### src/rtl/iram_bit.sv
// iram_bit: 8051 internal data RAM with byte access, bit-addressable window and post-reset clear.
// Latency: reads return data_out/bit_out with rd_valid one cycle after acceptance; bit writes cost one extra RMW cycle.
// Backpressure: ready=0 during clear and RMW; requests presented while ready=0 are dropped, not queued.
//
// Ports:
//   clk, rst_n          clock, asynchronous active-low reset
//   ram_en              request enable; accepted when ram_en & ready & (read_en | write_en)
//   read_en, write_en   request includes a read / a write
//   bit_mode            1: addr is a bit address into the bit-addressable region
//   addr                word or bit address
//   data_in, bit_in     write data for word / bit writes
//   data_out, bit_out   registered read word / bit, held until the next read completes
//   rd_valid            one-cycle pulse when data_out/bit_out are updated
//   ready               request can be accepted this cycle
//   addr_err            one-cycle pulse after an out-of-range request was accepted
module iram_bit #(
  parameter int DATA_W     = 8,
  parameter int ADDR_W     = 7,
  parameter int DEPTH      = 2**ADDR_W,
  parameter int BIT_BASE   = 'h20,
  parameter int BIT_WORDS  = 16,
  parameter int INIT_CLEAR = 1
) (
  input  logic              clk,
  input  logic              rst_n,
  input  logic              ram_en,
  input  logic              read_en,
  input  logic              write_en,
  input  logic              bit_mode,
  input  logic [ADDR_W-1:0] addr,
  input  logic [DATA_W-1:0] data_in,
  input  logic              bit_in,
  output logic [DATA_W-1:0] data_out,
  output logic              bit_out,
  output logic              rd_valid,
  output logic              ready,
  output logic              addr_err
);

  localparam int BI_W  = $clog2(DATA_W);
  localparam int IDX_W = (DEPTH > 1) ? $clog2(DEPTH) : 1;
  localparam logic [IDX_W-1:0] LAST_WORD = IDX_W'(DEPTH - 1);

  typedef enum logic [1:0] {
    S_INIT = 2'd0,
    S_IDLE = 2'd1,
    S_RMW  = 2'd2
  } state_t;

  state_t            state;
  logic [DATA_W-1:0] mem [DEPTH];

  logic [IDX_W-1:0]  clr_cnt;
  logic [IDX_W-1:0]  rmw_word;
  logic [BI_W-1:0]   rmw_bit;
  logic              rmw_val;

  // Address decode. Bit-region arithmetic is done in 32 bits so that a large
  // bit address can never wrap back onto a valid word.
  logic [31:0]       bit_word_idx;
  logic [31:0]       bit_word;
  logic [ADDR_W-1:0] word_sel;
  logic [IDX_W-1:0]  mem_idx;
  logic [BI_W-1:0]   bit_sel;
  logic              in_range;
  logic              accept;
  logic [DATA_W-1:0] rd_word;
  logic [DATA_W-1:0] rmw_data;

  logic              mem_we;
  logic [IDX_W-1:0]  mem_wa;
  logic [DATA_W-1:0] mem_wd;

  always_comb begin
    bit_word_idx = 32'(addr) >> BI_W;
    bit_word     = 32'(BIT_BASE) + bit_word_idx;
    word_sel     = bit_mode ? bit_word[ADDR_W-1:0] : addr;
    mem_idx      = word_sel[IDX_W-1:0];
    bit_sel      = addr[BI_W-1:0];
    if (bit_mode) begin
      in_range = (bit_word_idx < 32'(BIT_WORDS)) && (bit_word < 32'(DEPTH));
    end else begin
      in_range = (32'(addr) < 32'(DEPTH));
    end
  end

  assign ready   = rst_n && (state == S_IDLE);
  assign accept  = ram_en && ready && (read_en || write_en);
  assign rd_word = mem[mem_idx];

  // Read-modify-write merge: the array cannot change during RMW (ready=0),
  // so re-reading the word here sees exactly what was there at acceptance.
  always_comb begin
    rmw_data          = mem[rmw_word];
    rmw_data[rmw_bit] = rmw_val;
  end

  // Single write port shared by clear, word write and RMW write-back.
  always_comb begin
    mem_we = 1'b0;
    mem_wa = mem_idx;
    mem_wd = data_in;
    case (state)
      S_INIT: begin
        mem_we = rst_n;
        mem_wa = clr_cnt;
        mem_wd = '0;
      end
      S_IDLE: begin
        mem_we = accept && write_en && !bit_mode && in_range;
      end
      S_RMW: begin
        mem_we = rst_n;
        mem_wa = rmw_word;
        mem_wd = rmw_data;
      end
      default: begin
        mem_we = 1'b0;
      end
    endcase
  end

  always_ff @(posedge clk) begin
    if (mem_we) begin
      mem[mem_wa] <= mem_wd;
    end
  end

  always_ff @(posedge clk or negedge rst_n) begin
    if (!rst_n) begin
      if (INIT_CLEAR != 0) begin
        state <= S_INIT;
      end else begin
        state <= S_IDLE;
      end
      clr_cnt  <= '0;
      rmw_word <= '0;
      rmw_bit  <= '0;
      rmw_val  <= 1'b0;
      data_out <= '0;
      bit_out  <= 1'b0;
      rd_valid <= 1'b0;
      addr_err <= 1'b0;
    end else begin
      rd_valid <= 1'b0;
      addr_err <= 1'b0;
      case (state)
        S_INIT: begin
          // Counter parks on the last word; the state change ends the clear.
          if (clr_cnt == LAST_WORD) begin
            state <= S_IDLE;
          end else begin
            clr_cnt <= clr_cnt + 1'b1;
          end
        end
        S_IDLE: begin
          if (accept) begin
            if (!in_range) begin
              addr_err <= 1'b1;
              if (read_en) begin
                rd_valid <= 1'b1;
                data_out <= '0;
                bit_out  <= 1'b0;
              end
            end else if (bit_mode) begin
              // Read returns the pre-modify value (JBC read-then-clear).
              if (read_en) begin
                rd_valid <= 1'b1;
                data_out <= rd_word;
                bit_out  <= rd_word[bit_sel];
              end
              if (write_en) begin
                rmw_word <= mem_idx;
                rmw_bit  <= bit_sel;
                rmw_val  <= bit_in;
                state    <= S_RMW;
              end
            end else if (read_en) begin
              // Same-request write and read: write-first.
              rd_valid <= 1'b1;
              data_out <= write_en ? data_in : rd_word;
            end
          end
        end
        S_RMW: begin
          state <= S_IDLE;
        end
        default: begin
          state <= S_IDLE;
        end
      endcase
    end
  end

endmodule

### config.mk
export PLATFORM = sky130hd
export DESIGN_NAME = iram_bit
export DESIGN_NICKNAME = d
export VERILOG_FILES = /design/src/rtl/iram_bit.sv
export SDC_FILE = /design/constraint.sdc
export NUM_CORES = 2
export LEC_CHECK = 0
export BUFFER_PORTS_ARGS = -buffer_cell sky130_fd_sc_hd__buf_2
export CORE_UTILIZATION = 29
export DETAILED_ROUTE_END_ITERATION = 16
export PLACE_DENSITY_LB_ADDON = 0.2
export SYNTH_ARGS = -nofsm -noshare
export SYNTH_HDL_FRONTEND = slang
export SYNTH_SLANG_ARGS = --single-unit
### constraint.sdc
create_clock -name clk -period 7.22 [get_ports clk]
set_clock_uncertainty 0.05 [all_clocks]
set_input_delay 0 -clock clk [delete_from_list [all_inputs] [get_ports clk]]
set_output_delay 0 -clock clk [all_outputs]
set_load 0.02 [all_outputs]
== Yosys cells after proc, flatten, opt, wreduce, memory -nomap -nowiden ==
Memories as Yosys holds them, arrays and structs flattened.
Index checks and enable logic that the tools add are counted.
W data, S select, Z words.

* Register bits after elaboration: 31
* Latch bits: 0
* Bits in writable memories: 1024
* Bits in read-only memories: 0
* Bits of input ports: 22
* Output and inout port bits: 12
* Memories: 1

* Add/subtract/negate cells: 2
* Multiply operators: 0
* Divide/modulo/power cells: 0
* Order comparisons: 5
* Equality and inequality tests: 10
* Shift-type cells: 0
* Mux-type cells: 34
* Bitwise operators: 1
* Reductions and logical operators: 18

{| class="wikitable"
|+ Memory list
! memory !! words !! width !! read ports !! clocked after Yosys merged registers in !! write ports !! RTL line !! text
|-
| mem || 128 || 8 || 2 || 0 || 1 || 51 || <nowiki>logic [DATA_W-1:0] mem [DEPTH];</nowiki>
|}

{| class="wikitable"
|+ Operators with widths
! cell !! count
|-
| $mux W8 || 6
|-
| $pmux W8 S2 || 1
|-
| $mux W1 || 15
|-
| $reduce_and A5 Y1 || 3
|-
| $ne A2 B2 Y1 const B || 7
|-
| $pmux W7 S2 || 1
|-
| $mux W2 || 5
|-
| $bwmux W8 || 1
|-
| $logic_and A1 B1 Y1 || 8
|-
| $lt A3 B4 Y1 const B || 2
|-
| $lt A7 B8 Y1 const B || 1
|-
| $add A6 B4 Y7 const A || 1
|-
| $add A7 B1 Y7 const B || 1
|-
| $eq A7 B7 Y1 const B || 1
|-
| $mux W7 || 1
|-
| $lt A4 B5 Y1 const B || 1
|-
| $pmux W2 S2 || 1
|-
| $bmux W1 S3 || 1
|-
| $demux W1 S3 || 1
|-
| $ge A3 B1 Y1 const B || 1
|-
| $reduce_and A3 Y1 || 1
|-
| $eq A2 B1 Y1 const B || 1
|-
| $eq A2 B2 Y1 const B || 1
|-
| $logic_not A2 Y1 || 1
|-
| other kinds (7) || 7
|}

== Logic depth before layout (Yosys ltp) ==
* Depth after elaboration: 10
* Gate-level depth with buffers: 14

== Least setup slack after synthesis ==
No wires, ideal clock.

* Path kind: reg2reg
* Start: reg rmw_word[0]
* End: mem mem[0][2] (data pin)
* Setup time: 737 ps
* Arrival: 3909 ps
* Data required time: 6433 ps
* Slack: 2524 ps
* Cell stages (with the launch flop): 11
* Cells stage by stage: dfrtp_1 > clkbuf_1 > clkbuf_1 > buf_2 > mux4_2 > mux4_2 > mux4_2 > mux2i_1 > nand2_1 > o211ai_1 > nand2_1

* Word-level cells in the longest chain between the ends: 3

{| class="wikitable"
|+ RTL lines
! element !! RTL line !! text
|-
| start: declaration || 54 || <nowiki>logic [IDX_W-1:0] rmw_word;</nowiki>
|-
| start signal: assignment || 173 || <nowiki>rmw_word <= mem_idx;</nowiki>
|-
| $mem_v2 Z128 W8 || - ||
|-
| $bwmux W8 || 95 || <nowiki>rmw_data[rmw_bit] = rmw_val;</nowiki>
|-
| $pmux W8 S2 || 103 || <nowiki>case (state)</nowiki>
|-
| via mem_wd[2] || 72 || <nowiki>logic [DATA_W-1:0] mem_wd;</nowiki>
|-
| end: declaration || 51 ||
|}

The timed path passes the listed nets, and every way through them passes these cells.

== Final worst setup path ==
* Start: in addr[0]
* End: reg data_out[6]

* Word-level cells in the longest chain between the ends: 6
* Elaborated cells on any way between the ends: 7

{| class="wikitable"
|+ RTL lines
! element !! RTL line !! text
|-
| start: declaration || 30 || <nowiki>input logic [ADDR_W-1:0] addr,</nowiki>
|-
| $mux W7 * || 77 || <nowiki>word_sel = bit_mode ? bit_word[ADDR_W-1:0] : addr;</nowiki>
|-
| $mem_v2 Z128 W8 * || - ||
|-
| $mux W8 || 181 || <nowiki>data_out <= write_en ? data_in : rd_word;</nowiki>
|-
| $mux W8 || 178 || <nowiki>end else if (read_en) begin</nowiki>
|-
| $mux W8 * || 165 || <nowiki>end else if (bit_mode) begin</nowiki>
|-
| $mux W8 * || 158 || <nowiki>if (!in_range) begin</nowiki>
|-
| end signal: assignment || 169 || <nowiki>data_out <= rd_word;</nowiki>
|-
| end signal: assignment || 181 ||
|-
| end: declaration || 33 || <nowiki>output logic [DATA_W-1:0] data_out,</nowiki>
|}

Every way passes the cells marked *; elsewhere a longest branch is shown, timed or not. The select of a mux whose other input is x is not followed.
A chain may end at the register's enable or synchronous reset.

==> impl_results.md <==
* Failing checks: max-capacitance violations, max-slew violations
* ANT nets after route at 0
* Number of max-cap violations at 1
* Sequential area share after synthesis at 60.8%
* Final Setup Violations at 0
* Global-route wire length before repair at 296000 µm
* Slew headroom at -2.03%
* Worst-path clk slew at 0.06 ns
* Die height at 425 µm
* Most frequent cells in the layout: edfxtp_1 (1024), nor2_1 (445), mux4_2 (387)
* Slew of the pin with the lowest slew margin at 1.52 ns
* IO Pins at 34
* Worst Setup End Kind: flop
* Net Count, Synth at 3587
* IO Port Bufs at 32
* Initial antenna violation count at 17
* Vias at 36100
* Crit path from: addr[0]
* Row count at 154
* VDD IR max at 0.000204 V
* Clk sinks at 1054
* Num CTS Buffers at 112
* Reg2reg start: rmw_word[0]
* Yosys warning count at 0
* Synthesized area at 0.0518 mm²
* LEAKAGE at 19.1 nW
* Post-synth EDFFs at 1024
* CP Launch Type: primary input
* Filler cells at 17100
* Final HPWL DP at 146000 µm
* Clock tree from TritonCTS: done
* Largest net degree at the start of global routing at 103
* Synth-to-layout area growth at 14.7%
* Crit-path max FO at 66
* Die Area at 0.180 mm²
* Synthesis-stage register bit count at 1054
* Post-synth cell types at 82
* Final hold vios at 0
* Hold Startpoint: data_in[1]
* Detailed Routing Iterations Pass 1 at 6
* Fmax at 161 MHz
* Most common cell after layout, fill and taps aside: edfxtp_1
* Period utilization at 86.2%
* Die width at 425 µm
* Initial Util at 29.3%
* Nets at 3697
* Power Density at 338 mW/mm²
* Post-route minimum period at 6.22 ns
* Core area at 0.177 mm²
* Data arrival, critical path at 6.82 ns
* Status: finished with violations
* GRT overflow at 0
* Worst skew pair latency at 0.77 ns
* Post-synthesis cell count at 3564
* WP data required at 7.82 ns
* Async SR Flop Fraction at 2.85%
* Number of remaining DRC errors at 0
* RSZ-0062 raised after global routing: no
* Via density at 5.91
* CTS H-Tree Depth at 3
* Top_reg_cell synth: edfxtp_1
* Setup_tns at 0 ns
* Final wirelength at 217000 µm
* CTS Buffer Depth at 3
* GPL Wtd Cong at 0.964
* Final Max Tran Viols at 3
* DR iter-0 viols at 5091
* Gr usage total at 23.7%
* Clock root buffer: clkbuf_16
* Crit Path Class: primary input to flop
* Worst hold-check path type: primary input to flop
* Wire per inst at 35.5 µm
* Number of global-route vias before repair at 34600
* Syn Area/Cell at 14.5 µm²
* Final Total Pwr at 20.1 mW
* Share of cells above drive strength 1 at 22.0%
## report_power, final
part / switching, mW / leakage, nW / total (mW) / internal [mW]
logic: 3.95 / 7.72 / 6.55 / 2.60
registers: 0.457 / 9.70 / 7.83 / 7.38
clock network: 2.54 / 1.72 / 5.74 / 3.19
## timing repair
item                                   4_1_cts  5_1_grt
hold buffers                                30        0
endpoints found under the hold margin       73        0
buffers inserted                             0        0
gates resized for setup                      0        0
## area by class of cell
type | count | area, µm² | area share [%]
diodes | 8 | 20.0 | 0.0337
clock buffers | 146 | 3020 | 5.08
clock inverters | 59 | 515 | 0.867
inverters | 29 | 109 | 0.183
multi-input cells | 2219 | 19100 | 32.2
flip-flops and latches | 1054 | 31500 | 53.0
well taps | 2340 | 2930 | 4.92
repair buffers | 258 | 2210 | 3.71
## flip-flops by register name, indices dropped and copies added, names as in the netlist
signal,count
rmw_val,1
state,2
clr_cnt,7
bit_out,1
rmw_bit,3
data_out,8
rd_valid,1
rmw_word,7
mem,1024
## per-layer routing
| layer | up-vias | track usage [%] | wire length [µm] |
|---|---|---|---|
| li1 | 14500 | - | - |
| met1 | 19000 | 31.8 | 86400 |
| met2 | 2136 | 36.2 | 96800 |
| met3 | 457 | 4.66 | 21000 |
| met4 | 8 | 12.3 | 12700 |
| met5 | - | 0 | 43 |
## cells by family (layout without fill, tap and decap cells)
| logic type | count (synthesis) | count (layout) | synth area share, % |
|---|---|---|---|
| compound gates | 589 | 589 | 7.87 |
| other cells | 1 | 9 | 0.00723 |
| fa+ha+maj | 1 | 1 | 0.0241 |
| mux | 495 | 495 | 19.0 |
| buf+inv | 291 | 492 | 2.71 |
| xor+xnor | 5 | 5 | 0.0845 |
| flops | 1054 | 1054 | 60.8 |
| simple gates | 1128 | 1128 | 9.56 |
## path summary, 6_finish.rpt
path / end / slack [ns] / cells past startpoint
max in group asynchronous: data_out[4] / 5.56 / 4
min: mem[10][1] / 0.08 / 2
max: data_out[6] / 1.0 / 14
max reg2reg: mem[101][3] / 1.92 / 9
min in group asynchronous: rmw_bit[2] / 0.43 / 4
min reg2reg: clr_cnt[6] / 0.47 / 1
## synthesized netlist by cell type (7+ instances only)
cell / n / share of area, %
a31oi_1: 28 / 0.34
o221ai_1: 29 / 0.49
nand4_1: 42 / 0.51
nand3_1: 125 / 1.2
or4_1: 12 / 0.17
nor2b_1: 9 / 0.11
and3_1: 10 / 0.12
clkbuf_1: 95 / 0.69
o211ai_1: 70 / 1.0
mux4_2: 387 / 17
edfxtp_1: 1024 / 59
nand2b_1: 32 / 0.39
a211o_1: 21 / 0.35
o2111ai_1: 17 / 0.29
buf_4: 24 / 0.35
nand2_1: 350 / 2.5
a22oi_1: 28 / 0.41
a32oi_1: 13 / 0.22
nor2_1: 455 / 3.3
o21bai_1: 51 / 0.74
o22ai_1: 30 / 0.36
nor3_1: 18 / 0.17
nand3b_1: 9 / 0.13
mux2i_1: 94 / 1.8
a311oi_1: 7 / 0.12
inv_1: 26 / 0.19
a21oi_1: 92 / 0.89
buf_6: 12 / 0.26
a211oi_1: 55 / 0.80
o21a_1: 7 / 0.10
or3_1: 10 / 0.12
dfrtp_1: 30 / 1.4
buf_1: 25 / 0.18
nor4_1: 25 / 0.30
o21ai_0: 82 / 0.79
buf_2: 106 / 1.0
## worst max-delay path, stage by stage
cell and delay [ns]:
dlygate4sd3_1 0.52, buf_2 0.59, mux2_8 0.75, buf_4 0.48, buf_4 0.37, mux4_2 0.57, nand2_1 0.24, nand4_1 0.18
nor4_1 1.27, a211oi_1 0.31, a21oi_1 0.21, dlygate4sd3_1 0.56, o21ai_0 0.07, dlygate4sd3_1 0.57
## metrics by stage
stage / util (%) / setup WS (ns) / cells / hold WS (ns) / area, µm²
CTS: 33.6 / 1.25 / 6104 / 0.0287 / 59400
global placement: 31.4 / 1.93 / 5869 / -0.102 / 55600
detailed placement: 31.4 / 2.00 / 5869 / -0.100 / 55600
finish: 33.6 / 0.999 / 6113 / 0.0789 / 59400
floorplan: - / 2.52 / 3564 / -0.346 / 51800
global route: 33.6 / 1.12 / 6107 / 0.0739 / 59400
Power figures use the tool's default switching activity.
